<file path="src/rtl/usb2_ep_in_filler_pkg.sv">
// Shared constants and state encoding for the USB 2.0 IN endpoint buffer filler.
package usb2_ep_fill_pkg;

  localparam int ADDR_W      = 9;
  localparam int LEN_W       = 11;
  localparam int MAX_PKT_DEF = 512;
  localparam int TIMEOUT_DEF = 1024;

  typedef enum logic [1:0] {
    IDLE    = 2'd0,
    FILL    = 2'd1,
    COMMIT  = 2'd2,
    ACK_LOW = 2'd3
  } fill_state_e;

endpackage

</file>
<file path="src/rtl/usb2_ep_in_filler_if.sv">
// Writer-side endpoint buffer port: byte writes plus a 4-phase commit handshake.
interface usb2_ep_in_filler_if;
  import usb2_ep_fill_pkg::*;

  logic [ADDR_W-1:0] buf_in_addr;
  logic [7:0]        buf_in_data;
  logic              buf_in_wren;
  logic              buf_in_ready;
  logic              buf_in_commit;
  logic [LEN_W-1:0]  buf_in_commit_len;
  logic              buf_in_commit_ack;

  modport master (
    output buf_in_addr, buf_in_data, buf_in_wren, buf_in_commit, buf_in_commit_len,
    input  buf_in_ready, buf_in_commit_ack
  );

  modport slave (
    input  buf_in_addr, buf_in_data, buf_in_wren, buf_in_commit, buf_in_commit_len,
    output buf_in_ready, buf_in_commit_ack
  );

endinterface

</file>
<file path="src/rtl/usb2_ep_in_filler_idle_timer.sv">
// Idle down-counter: reloads on clear, counts tick cycles, flags the TIMEOUT-th idle cycle.
module usb2_idle_timer #(
  parameter int TIMEOUT = 1024
) (
  input  logic ext_clk,
  input  logic reset_n,
  input  logic clear,
  input  logic tick,
  output logic expired
);

  localparam int TW = (TIMEOUT < 2) ? 1 : $clog2(TIMEOUT + 1);

  logic [TW-1:0] cnt;

  // Reload on clear, otherwise count idle cycles down and hold at zero.
  always_ff @(posedge ext_clk or negedge reset_n) begin
    if (!reset_n) begin
      cnt <= '0;
    end else if (clear) begin
      cnt <= TW'(TIMEOUT);
    end else if (tick && (cnt != '0)) begin
      cnt <= cnt - TW'(1);
    end
  end

  // The cycle that still holds 1 is the TIMEOUT-th consecutive idle cycle.
  assign expired = (TIMEOUT != 0) && tick && (cnt <= TW'(1));

endmodule

</file>
<file path="src/rtl/usb2_ep_in_filler.sv">
// Packs a valid/ready byte stream into endpoint buffer packets and commits each with its length.
//
// state   | meaning
// --------+----------------------------------------------------------
// IDLE    | waiting for enable, free buffer and ack low
// FILL    | accepting bytes, one buffer write per accepted byte
// COMMIT  | commit raised with length, waiting for ack high
// ACK_LOW | waiting for ack low; a pending ZLP re-enters COMMIT
module usb2_ep_in_filler
  import usb2_ep_fill_pkg::*;
#(
  parameter int MAX_PKT = MAX_PKT_DEF,
  parameter int TIMEOUT = TIMEOUT_DEF,
  parameter bit ZLP_EN  = 1'b1
) (
  input  logic                ext_clk,
  input  logic                reset_n,
  input  logic                enable,
  input  logic [7:0]          s_data,
  input  logic                s_valid,
  input  logic                s_last,
  output logic                s_ready,
  usb2_ep_in_filler_if.master buf_in,
  output logic [15:0]         stat_pkts,
  output logic                stat_busy
);

  localparam logic [1:0] S_IDLE    = IDLE;
  localparam logic [1:0] S_FILL    = FILL;
  localparam logic [1:0] S_COMMIT  = COMMIT;
  localparam logic [1:0] S_ACK_LOW = ACK_LOW;

  logic [1:0]        state, state_nxt;
  logic [LEN_W-1:0]  count, count_inc, len_r;
  logic [ADDR_W-1:0] addr_r;
  logic [7:0]        data_r;
  logic              wren_r, commit_r, zlp_pend;
  logic              accept, at_max, tmo_exp, tmr_clear, tmr_tick;

  assign accept    = s_valid && s_ready;
  assign count_inc = count + LEN_W'(1);
  assign at_max    = (count_inc == LEN_W'(MAX_PKT));
  assign tmr_clear = accept || (state != S_FILL);
  assign tmr_tick  = (state == S_FILL) && !accept;

  assign buf_in.buf_in_addr       = addr_r;
  assign buf_in.buf_in_data       = data_r;
  assign buf_in.buf_in_wren       = wren_r;
  assign buf_in.buf_in_commit     = commit_r;
  assign buf_in.buf_in_commit_len = len_r;

  usb2_idle_timer #(.TIMEOUT(TIMEOUT)) u_idle_timer (
    .ext_clk (ext_clk),
    .reset_n (reset_n),
    .clear   (tmr_clear),
    .tick    (tmr_tick),
    .expired (tmo_exp)
  );

  // Next-state decode; a byte accepted together with an enable drop is still written and committed.
  always_comb begin
    state_nxt = state;
    case (state)
      S_IDLE:
        if (enable && buf_in.buf_in_ready && !buf_in.buf_in_commit_ack) state_nxt = S_FILL;
      S_FILL:
        if (accept && (at_max || s_last))          state_nxt = S_COMMIT;
        else if (!enable)                          state_nxt = (accept || count != '0) ? S_COMMIT : S_IDLE;
        else if (tmo_exp && (count != '0))         state_nxt = S_COMMIT;
      S_COMMIT:
        if (commit_r && buf_in.buf_in_commit_ack)  state_nxt = S_ACK_LOW;
      S_ACK_LOW:
        if (!buf_in.buf_in_commit_ack)             state_nxt = zlp_pend ? S_COMMIT : S_IDLE;
      default:
        state_nxt = S_IDLE;
    endcase
  end

  // State, byte writes, commit handshake and statistics, all registered.
  always_ff @(posedge ext_clk or negedge reset_n) begin
    if (!reset_n) begin
      state     <= S_IDLE;
      s_ready   <= 1'b0;
      stat_busy <= 1'b0;
      stat_pkts <= '0;
      count     <= '0;
      zlp_pend  <= 1'b0;
      addr_r    <= '0;
      data_r    <= '0;
      wren_r    <= 1'b0;
      commit_r  <= 1'b0;
      len_r     <= '0;
    end else begin
      state     <= state_nxt;
      s_ready   <= (state_nxt == S_FILL);
      stat_busy <= (state_nxt != S_IDLE);
      wren_r    <= accept;
      if (accept) begin
        addr_r <= count[ADDR_W-1:0];
        data_r <= s_data;
        count  <= count_inc;
        if (ZLP_EN && s_last && at_max) zlp_pend <= 1'b1;
      end
      if ((state == S_IDLE) && (state_nxt == S_FILL)) begin
        count    <= '0;
        zlp_pend <= 1'b0;
      end
      if (state == S_COMMIT) begin
        if (!commit_r) begin
          commit_r <= 1'b1;
          len_r    <= count;
        end else if (buf_in.buf_in_commit_ack) begin
          commit_r  <= 1'b0;
          stat_pkts <= stat_pkts + 16'd1;
        end
      end
      if ((state == S_ACK_LOW) && (state_nxt == S_COMMIT)) begin
        count    <= '0;
        zlp_pend <= 1'b0;
      end
    end
  end

endmodule

</file>
<file path="src/flat_wrapper.sv">
// flat-port wrapper written by rule: the top's interface ports become plain ports
module usb2_ep_in_filler_flat import usb2_ep_fill_pkg::*;
#(
  parameter int MAX_PKT = MAX_PKT_DEF,
  parameter int TIMEOUT = TIMEOUT_DEF,
  parameter bit ZLP_EN  = 1'b1
)
  (ext_clk, reset_n, enable, s_data, s_valid, s_last, s_ready, stat_pkts, stat_busy, buf_in_buf_in_addr, buf_in_buf_in_data, buf_in_buf_in_wren, buf_in_buf_in_commit, buf_in_buf_in_commit_len, buf_in_buf_in_ready, buf_in_buf_in_commit_ack);
  usb2_ep_in_filler_if buf_in_i ();
  input  logic ext_clk;
  input  logic reset_n;
  input  logic enable;
  input  logic [7:0] s_data;
  input  logic s_valid;
  input  logic s_last;
  output logic s_ready;
  output logic [15:0] stat_pkts;
  output logic stat_busy;
  output wire logic [$bits(buf_in_i.buf_in_addr)-1:0] buf_in_buf_in_addr;
  output wire logic [$bits(buf_in_i.buf_in_data)-1:0] buf_in_buf_in_data;
  output wire logic [$bits(buf_in_i.buf_in_wren)-1:0] buf_in_buf_in_wren;
  output wire logic [$bits(buf_in_i.buf_in_commit)-1:0] buf_in_buf_in_commit;
  output wire logic [$bits(buf_in_i.buf_in_commit_len)-1:0] buf_in_buf_in_commit_len;
  input wire logic [$bits(buf_in_i.buf_in_ready)-1:0] buf_in_buf_in_ready;
  input wire logic [$bits(buf_in_i.buf_in_commit_ack)-1:0] buf_in_buf_in_commit_ack;
  assign buf_in_buf_in_addr = buf_in_i.buf_in_addr;
  assign buf_in_buf_in_data = buf_in_i.buf_in_data;
  assign buf_in_buf_in_wren = buf_in_i.buf_in_wren;
  assign buf_in_buf_in_commit = buf_in_i.buf_in_commit;
  assign buf_in_buf_in_commit_len = buf_in_i.buf_in_commit_len;
  assign buf_in_i.buf_in_ready = buf_in_buf_in_ready;
  assign buf_in_i.buf_in_commit_ack = buf_in_buf_in_commit_ack;
  usb2_ep_in_filler #(.MAX_PKT(MAX_PKT), .TIMEOUT(TIMEOUT), .ZLP_EN(ZLP_EN)) u_core (.ext_clk(ext_clk), .reset_n(reset_n), .enable(enable), .s_data(s_data), .s_valid(s_valid), .s_last(s_last), .s_ready(s_ready), .buf_in(buf_in_i), .stat_pkts(stat_pkts), .stat_busy(stat_busy));
endmodule
</file>
<file path="config.mk">
export PLATFORM = sky130hd
export DESIGN_NAME = usb2_ep_in_filler_flat
export DESIGN_NICKNAME = d
export VERILOG_FILES = /design/src/rtl/usb2_ep_in_filler_pkg.sv /design/src/rtl/usb2_ep_in_filler_if.sv /design/src/rtl/usb2_ep_in_filler_idle_timer.sv /design/src/rtl/usb2_ep_in_filler.sv /design/src/flat_wrapper.sv
export SDC_FILE = /design/constraint.sdc
export NUM_CORES = 1
export LEC_CHECK = 0
export ABC_CLOCK_PERIOD_IN_PS = 2100
export CORE_AREA = 8 8 94 96
export DETAILED_ROUTE_END_ITERATION = 6
export DIE_AREA = 0 0 102 104
export GPL_ROUTABILITY_DRIVEN = 0
export PLACE_DENSITY = 0.74
export SLEW_MARGIN = 20
export SYNTH_ARGS = -nofsm -noshare
export SYNTH_HDL_FRONTEND = slang
export SYNTH_SLANG_ARGS = --single-unit
</file>
<file path="constraint.sdc">
create_clock -name ext_clk -period 2.1 [get_ports ext_clk]
set_clock_uncertainty 0.15 [all_clocks]
set_input_delay 0.42 -clock ext_clk [delete_from_list [all_inputs] [get_ports ext_clk]]
set_output_delay 0.42 -clock ext_clk [all_outputs]
set_load 0.05 [all_outputs]
</file>
==> Word-level counts from Yosys, hierarchy flattened <==
Index checks and enable logic that the tools add are counted.
{ "op_classes": {"n_eq_ne": 7, "n_reduce_logical": 27, "n_bitwise": 1, "magnitude_cmp": 1, "n_addsub": 3, "muxes": 20} }
{ "op_table": {"columns": ["op", "n"], "rows": [
  ["2-to-1 mux 11 bit", 5],
  ["nonzero test 11 bit", 2],
  ["adder 16 x 1 -> 16 bit (second input constant)", 1],
  ["2-to-1 mux 2 bit", 8],
  ["logical AND 1 bit", 12],
  ["adder 11 x 1 -> 11 bit (second input constant)", 1],
  ["equality test 11 x 10 -> 1 bit (second input constant)", 1],
  ["<= comparator 11 x 1 -> 1 bit (second input constant)", 1],
  ["subtractor 11 x 1 -> 11 bit (second input constant)", 1],
  ["one-hot mux 2 bit (4 select lines)", 1],
  ["equality test 2 bit (second input constant)", 3],
  ["2-to-1 mux 1 bit", 6],
  ["nonzero test 3 bit", 2],
  ["equality test 2 x 1 -> 1 bit (second input constant)", 2],
  ["AND reduction 2 bit", 2],
  ["nonzero test 2 bit", 2],
  ["logical OR 1 bit", 3],
  ["AND reduction 3 bit", 1],
  ["logical NOT 1 bit", 2],
  ["logical NOT 2 bit", 1],
  ["inequality test 2 x 1 -> 1 bit (second input constant)", 1],
  ["inverter 1 bit", 1]
]} }
{ "totals": {"input_bits": 15, "word_cells": 71, "output_inout_bits": 48, "register_bits": 73} }

==> Logic depth before layout (Yosys ltp) <==
Gate-level depths: netlist of run 1.
{ "logic_depth": {"word_depth": 13, "depth_mapped": 8, "depth_no_buf": 7} }

==> By module <==
A second synthesis of run 1 with hierarchy kept.
{ "unflattened": {"cells_unflattened": 336, "hier_area_um2": 3498.4} }
{ "by_module_without_submodules": {"columns": ["module", "area_each_um2", "seq_area_each_um2", "cells_per_inst", "instances"], "rows": [
  ["usb2_ep_in_filler", 2860.2, 1551.5, 271, 1],
  ["usb2_idle_timer", 638.1, 275.3, 65, 1]
]} }

==> Least setup slack after synthesis of run 1 <==
OpenSTA, ideal clock, no wires.
{ "synth_timing": {"kind": "reg2reg", "startpoint": "register u_core.commit_r (netlist: u_core.buf_in.buf_in_commit)", "endpoint": "register u_core.stat_pkts[8]", "stages_incl_launch_ff": 8, "setup_time_ns": 0.141, "slack_ns": -0.051, "t_arrival_ns": 1.859, "path_buffers": 2, "period_less_slack_ns": 2.151, "required_ns": 1.809, "path_cell_list": "dfrtp_1 and4b_1 buf_2 and4_1 and3_1 clkbuf_1 nand3_1 xnor2_1"} }
{ "synth_between": {"elab_chain_len": 1} }
{ "synth_lines": {"columns": ["item", "line", "source"], "rows": [
  ["start, declared", "usb2_ep_in_filler.sv:37", "logic wren_r, commit_r, zlp_pend;"],
  ["start signal, assigned", "usb2_ep_in_filler.sv:91", "commit_r <= 1'b0;"],
  ["start signal, assigned", "usb2_ep_in_filler.sv:110", "commit_r <= 1'b1;"],
  ["start signal, assigned", "usb2_ep_in_filler.sv:113", "commit_r <= 1'b0;"],
  ["AND reduction 3 bit (no line)", null, null],
  ["end signal, assigned", "usb2_ep_in_filler.sv:114", "stat_pkts <= stat_pkts + 16'd1;"],
  ["end, declared", "usb2_ep_in_filler.sv:24", "output logic [15:0] stat_pkts,"]
]} }
No other way between the ends.
A chain may end at the register's enable or synchronous reset.

==> Worst setup path after layout of run 1 <==
{ "layout_timing": {"startpoint": "register u_core.u_idle_timer.cnt[6]", "endpoint": "register u_core.u_idle_timer.cnt[3]"} }
{ "layout_between": {"elab_chain_len": 3} }
{ "layout_lines": {"columns": ["item", "line", "source"], "rows": [
  ["start, declared", "usb2_ep_in_filler_idle_timer.sv:14", "logic [TW-1:0] cnt;"],
  ["start signal, assigned", "usb2_ep_in_filler_idle_timer.sv:21", "cnt <= TW'(TIMEOUT);"],
  ["start signal, assigned", "usb2_ep_in_filler_idle_timer.sv:23", "cnt <= cnt - TW'(1);"],
  ["nonzero test 11 bit", "usb2_ep_in_filler_idle_timer.sv:22", "end else if (tick && (cnt != '0)) begin"],
  ["logical AND 1 bit", "usb2_ep_in_filler_idle_timer.sv:22", null],
  ["nonzero test 2 bit (no line)", null, null]
]} }
No other way between the ends.

==> results of run 1 <==
cell families after synthesis:
group           synth area share, %
xor+xnor                       8.36
mux                            4.63
simple gates                   21.0
compound gates                 6.12
fa+ha+maj                      2.24
flops                          54.5
buf+inv                        3.24
layer usage:
metal / part of all wire (%) / GRT usage [%] / wire length, um
met5: 0 / 0 / 0
met4: 1.7 / 5.98 / 132
met3: 4.1 / 3.41 / 314
met2: 51 / 25.2 / 3970
met1: 43 / 17.1 / 3300
critical path, delay by kind of cell (launching register included):
family / cells / cell delay [ns]
AOI/OAI and AO/OA: 1 / 0.17
xor gates and xnor gates: 1 / 0.17
DFF: 1 / 0.38
and+or+nand+nor: 3 / 1.08
metrics by stage:
| step | power (mW) | hold slack (ns) | instances | util, % |
|---|---|---|---|---|
| floorplan | 3.69 | -0.0256 | 319 | - |
| global placement | 4.49 | 0.249 | 504 | 56.7 |
| detailed placement | 4.57 | 0.256 | 504 | 56.7 |
| CTS | 5.84 | 0.327 | 521 | 60.0 |
| global route | 6.16 | 0.351 | 522 | 60.7 |
| finish | 5.85 | 0.326 | 522 | 60.7 |
synth_stat cells, types with 2 or more instances:
cell type | n | share of area (%)
and4_1 | 4 | 1.0
nor4_1 | 2 | 0.37
a31oi_1 | 2 | 0.37
xor2_1 | 15 | 3.9
mux2_2 | 12 | 4.0
a21oi_1 | 4 | 0.60
and3_1 | 5 | 0.93
buf_2 | 2 | 0.30
xnor2_1 | 17 | 4.4
nand3_1 | 9 | 1.3
nand4_1 | 5 | 0.93
o21ai_1 | 2 | 0.30
dfrtp_1 | 73 | 54
nor3_1 | 9 | 1.3
ha_1 | 6 | 2.2
mux2i_1 | 2 | 0.60
nand2_1 | 65 | 7.3
buf_6 | 2 | 0.67
o21ai_0 | 2 | 0.30
inv_1 | 11 | 1.2
or4_4 | 2 | 0.67
nor2_1 | 33 | 3.7
clkbuf_1 | 7 | 0.78
or3_1 | 2 | 0.37
o211ai_2 | 2 | 0.75
power by group:
group          switching [mW]  internal [mW]
sequential              0.231           1.71
combinational            1.55           1.10
clock                   0.523          0.730
total                    2.31           3.54
registers in the layout (all words and copies together) (netlist names):
signal / flops
u_core.buf_in.buf_in_addr: 9
u_core.buf_in.buf_in_commit: 1
u_core.buf_in.buf_in_commit_len: 11
u_core.buf_in.buf_in_data: 8
u_core.buf_in.buf_in_wren: 1
u_core.count: 11
u_core.s_ready: 1
u_core.stat_busy: 1
u_core.stat_pkts: 16
u_core.state: 2
u_core.u_idle_timer.cnt: 11
u_core.zlp_pend: 1
final cells by class:
cell class                 count  area, sq um  area share [%]
clock inverter                 5         77.6            1.72
multi-input combinational    222         1450            32.0
clock buffer                  11          151            3.35
inverter                      11         41.3           0.913
tap                          102          128            2.82
sequential                    73         1830            40.5
timing repair buffer          98          845            18.7
worst max-delay path by stage:
stage	to	slack, ns
after floorplan	u_core.u_idle_timer.cnt[6]$_DFFE_PN0P_	0.004
after global placement	u_core.stat_pkts[9]$_DFFE_PN0P_	-0.09
after detailed placement	u_core.stat_pkts[9]$_DFFE_PN0P_	-0.17
after CTS	buf_in_buf_in_commit_len[9]	0.004
after global routing	u_core.u_idle_timer.cnt[6]$_DFFE_PN0P_	-0.03
final	u_core.u_idle_timer.cnt[3]$_DFFE_PN0P_	0.05
what timing repair did:
item / CTS / global route
resized for setup: 3 / 15
hold buffers: 1 / 0
setup buffers: 0 / 1
pin swaps: 0 / 5
endpoints found under the hold margin: 32 / 0
setup endpoints to repair: 9 / 15
==> results.py, run 1 <==
metrics = {
    "outcome": {
        "status": "finished, final reports clean",
    },
    "clocking": {
        "clock-sinks": 73,
        "cts_root_buf": "clkbuf_8",
        "clkLatencyLatePin_ns": 0.34,
        "cts_buffer_depth": 2,
        "path_clk_slew_ns": 0.07,
        "htree_levels": 3,
        "cts_tree": "done",
        "cts_inserted_buffers": 9,
    },
    "final_layout": {
        "finalNetCount": 436,
        "drive_gt1_share_pct": 28.6,
        "syn2layout_area_growth_pct": 34.8,
        "fillers": 636,
        "n_antenna_cell": 0,
        "final_common_cell": "buf_4",
        "mostFrequentLayoutCells": "70 x buf_4, 69 x dfrtp_1, 65 x nand2_1, 33 x nor2_1, 17 x xnor2_1",
        "final_cell_area_sq_um": 4520,
    },
    "routing": {
        "antenna_left": 0,
        "drc_errors": 0,
        "first_pass_iters": 4,
        "vias_per_cell": 4.98,
        "routed_wl_um": 7720,
        "wl_per_cell_um": 14.8,
        "num_vias": 2602,
        "drtIter0Drc": 49,
    },
    "critical_path": {
        "r2r_end": "u_core.u_idle_timer.cnt[3]$_DFFE_PN0P_",
        "r2r_slack_ns": 0.05,
        "cp-startpoint": "u_core.u_idle_timer.cnt[6]$_DFFE_PN0P_",
        "max_stage_delay_ns": 0.54,
        "path_cells": "or4_4, or3b_4, o21ai_2, xor2_1, nor2_1",
        "crit_required_ns": 2.18,
        "cp.arrival_ns": 2.13,
        "crit_fanout": 7,
        "rr_startpoint": "u_core.u_idle_timer.cnt[6]$_DFFE_PN0P_",
        "crit_type": "register to register",
        "critPathCaptureType": "register",
        "cp_slowest_cell": "or4_4",
        "start_kind": "register",
        "ff2ff_path_depth": 5,
    },
    "hold_path": {
        "hold_start": "u_core.buf_in.buf_in_data[4]$_DFFE_PN0P_",
        "min_to": "u_core.buf_in.buf_in_data[4]$_DFFE_PN0P_",
        "whs_path_depth": 2,
        "worstHoldPathType": "register to register",
    },
    "yosys": {
        "ys.flop_type": "dfrtp_1",
        "synthArstFlopShare_pct": 100,
        "synth_nets": 340,
        "synthCells": 319,
        "syn-cell-area_sq_um": 3350,
        "synth_warnings": 0,
        "yosysSeqAreaShare_pct": 54.5,
        "synth_cell_type_count": 49,
        "ys_ff_latch": 73,
        "synth.avg_cell_area_sq_um": 10.5,
        "synth_edf_count": 0,
    },
    "floorplan": {
        "start_util_pct": 45.0,
        "core_area_sq_um": 7450,
        "fp-row-count": 32,
        "dieArea_sq_um": 10600,
        "fp.dieW_um": 102,
        "die_h_um": 104,
        "pin_count": 63,
    },
    "sta": {
        "layout_setup_ws_ns": 0.0451,
        "relSlewSlack_pct": 64.6,
        "period_needed_ns": 2.05,
        "rsz0062_at_grt": "true",
        "setup_viol": 0,
        "report.final.slew_viol_count": 0,
        "max_freq_mhz": 487,
        "final_min_period_over_clock_period_pct": 97.9,
        "finalSetupTns_ns": 0,
        "worstMarginPinSlew_ns": 0.529,
        "final-hold-violation-count": 0,
    },
    "power_and_ir_drop": {
        "peakVddDrop_v": 0.000477,
        "power_density_nw_per_um2": 1290,
        "p_leak_nw": 2.40,
    },
    "placement": {
        "place_hpwl_um": 5650,
        "placed_area_sq_um": 4220,
        "io_buffers": 62,
        "pre_cts_slack_ns": -0.167,
    },
    "global_routing": {
        "grt_max_degree": 35,
        "gr-total-overflow": 0,
        "grt_use_total_pct": 14.7,
        "grt_pass1_wl_um": 12700,
        "antenna_found_initial": 0,
        "grt_pass1_vias": 2779,
    },
    "run": {
        "max-cap-violations": 0,
    },
}
No activity file was read; power rests on OpenSTA's default activity.
==> run 2: changes to the inputs <==
- TNS_END_PERCENT: unset -> 5
==> run 2 against run 1 <==
Compared with the run above: flip-flop and latch count unchanged; combinational power about the same; via count decreased by 0.12%; sequential share of layout area increased by 0.13 points; clock-buffer cell count unchanged; global-route usage unchanged; critical path depth decreased by 4; core utilization decreased by 0.24 points; non-clock buffer count decreased by 1; fmax about the same; clock power about the same; critical path type is now register to output pin; critical endpoint is now buf_in_buf_in_data[3]; largest power group unchanged; highest routed layer unchanged.
==> results.py, run 2 (synthesis gave the netlist of run 1 again) <==
metrics = {
    "global_routing": {
        "grt_max_degree": 35,
        "gr-total-overflow": 0,
        "grt_pass1_vias": 2779,
        "grt_use_total_pct": 14.7,
        "grt_pass1_wl_um": 12700,
        "antenna_found_initial": 0,
    },
    "sta": {
        "hold-worst-slack_ns": 0.326,
        "max_freq_mhz": 487,
        "layout_setup_ws_ns": 0.0451,
        "setup_viol": 0,
        "period_needed_ns": 2.05,
        "worstMarginPinSlew_ns": 0.529,
        "rsz0062_at_grt": "true",
        "report.final.slew_viol_count": 0,
        "final-hold-violation-count": 0,
        "final_min_period_over_clock_period_pct": 97.9,
        "relSlewSlack_pct": 64.6,
    },
    "floorplan": {
        "fp.dieW_um": 102,
        "fp-row-count": 32,
        "start_util_pct": 45.0,
        "core_area_sq_um": 7450,
        "dieArea_sq_um": 10600,
        "die_h_um": 104,
        "pin_count": 63,
    },
    "critical_path": {
        "cp-endpoint": "buf_in_buf_in_data[3]",
        "path_cells": "clkdlybuf4s50_1",
        "crit_type": "register to output pin",
        "r2r_end": "u_core.u_idle_timer.cnt[6]$_DFFE_PN0P_",
        "r2r_slack_ns": 0.05,
        "max_stage_delay_ns": 0.80,
        "critPathCaptureType": "output pin",
        "path_buf_inv": 1,
        "cp-startpoint": "u_core.buf_in.buf_in_data[3]$_DFFE_PN0P_",
        "ff2ff_path_depth": 5,
        "cp.arrival_ns": 1.48,
        "cpLargestDelayFamily": "buffers and inverters",
        "rr_startpoint": "u_core.u_idle_timer.cnt[6]$_DFFE_PN0P_",
        "crit_cells": 1,
        "crit_required_ns": 1.53,
        "crit_fanout": 2,
        "cp_slowest_cell": "clkdlybuf4s50_1",
        "start_kind": "register",
    },
    "clocking": {
        "htree_levels": 3,
        "path_clk_slew_ns": 0.07,
        "cts_buffer_depth": 2,
        "clkLatencyLatePin_ns": 0.34,
        "clock-sinks": 73,
        "cts_tree": "done",
        "cts_root_buf": "clkbuf_8",
        "cts_inserted_buffers": 9,
    },
    "final_layout": {
        "n_antenna_cell": 0,
        "finalNetCount": 435,
        "drive_gt1_share_pct": 28.2,
        "syn2layout_area_growth_pct": 34.3,
        "largest_register": "u_core.stat_pkts",
        "final_common_cell": "dfrtp_1",
        "largest_reg_flops": 16,
        "mostFrequentLayoutCells": "70 x dfrtp_1, 69 x buf_4, 65 x nand2_1, 33 x nor2_1, 17 x xnor2_1",
    },
    "placement": {
        "io_buffers": 62,
        "pre_cts_slack_ns": -0.167,
        "place_hpwl_um": 5650,
    },
    "routing": {
        "first_pass_iters": 4,
        "wl_per_cell_um": 14.6,
        "vias_per_cell": 4.99,
        "antenna_left": 0,
        "drc_errors": 0,
        "drtIter0Drc": 49,
        "num_vias": 2599,
        "routed_wl_um": 7590,
    },
    "run": {
        "max-cap-violations": 0,
    },
    "power_and_ir_drop": {
        "p_leak_nw": 2.39,
        "power_density_nw_per_um2": 1290,
        "peakVddDrop_v": 0.000477,
        "p_total_mw": 5.83,
    },
    "outcome": {
        "status": "finished, final reports clean",
    },
    "hold_path": {
        "worstHoldPathType": "register to register",
    },
}
-- run 2: changes by cell type in the layout (fill, tap and decap cells not counted) --
cell and change:
dfrtp_1 +1, dfrtp_2 -1, buf_4 -1, nor4_2 +1
nor4_4 -1
-- run 2: through the flow --
step	area [sq um]	setup TNS (ns)	utilization, %	cells
detailed placement	4220	-0.632	56.7	504
finish	4510	0	60.5	521
global route	4510	-0.0515	60.5	521
CTS	4470	0	60.0	521
floorplan	3360	0	-	319
global placement	4220	-0.192	56.7	504
-- run 2: power by group --
group | total (mW) | leakage (nW) | internal (mW) | switching (mW)
logic | 2.65 | 1.29 | 1.09 | 1.55
clock network | 1.25 | 0.115 | 0.730 | 0.517
registers | 1.94 | 0.978 | 1.71 | 0.230
-- run 2: layer usage --
metal / global-route usage [%] / part of all wire (%) / vias up
met1: 17.1 / 42 / 1281
met2: 25.2 / 52 / 50
met4: 5.98 / 1.5 / 0
met5: 0 / 0 / -
met3: 3.41 / 4.7 / 12
li1: - / - / 1256
-- run 2: final cells by class --
cell class | instances | area [sq um]
multi-input combinational | 222 | 1440
clock buffer | 11 | 151
timing repair buffer | 97 | 837
clock inverter | 5 | 77.6
inverter | 11 | 41.3
sequential | 73 | 1830
tap | 102 | 128
fill | 636 | 2940
-- run 2: worst min-delay path by stage --
stage                                                        start                                  endpoint  slack, ns  cells after the start
after floorplan                                            reset_n  u_core.buf_in.buf_in_addr[0]$_DFFE_PN0P_      -0.03                      0
after global placement                                     reset_n    u_core.u_idle_timer.cnt[5]$_DFFE_PN0P_       0.25                      1
after detailed placement                                   reset_n          u_core.stat_pkts[15]$_DFFE_PN0P_       0.26                      1
after CTS                         u_core.stat_pkts[15]$_DFFE_PN0P_          u_core.stat_pkts[15]$_DFFE_PN0P_       0.33                      1
after global routing      u_core.buf_in.buf_in_data[6]$_DFFE_PN0P_  u_core.buf_in.buf_in_data[6]$_DFFE_PN0P_       0.35                      2
final                     u_core.buf_in.buf_in_data[4]$_DFFE_PN0P_  u_core.buf_in.buf_in_data[4]$_DFFE_PN0P_       0.33                      2
-- run 2: repair_timing --
action,in CTS,in global routing
endpoints found under the setup margin,9,15
gates resized for setup,3,13
pin swaps,0,2
hold buffers,1,0
setup buffers,0,0
endpoints found under the hold margin,32,0
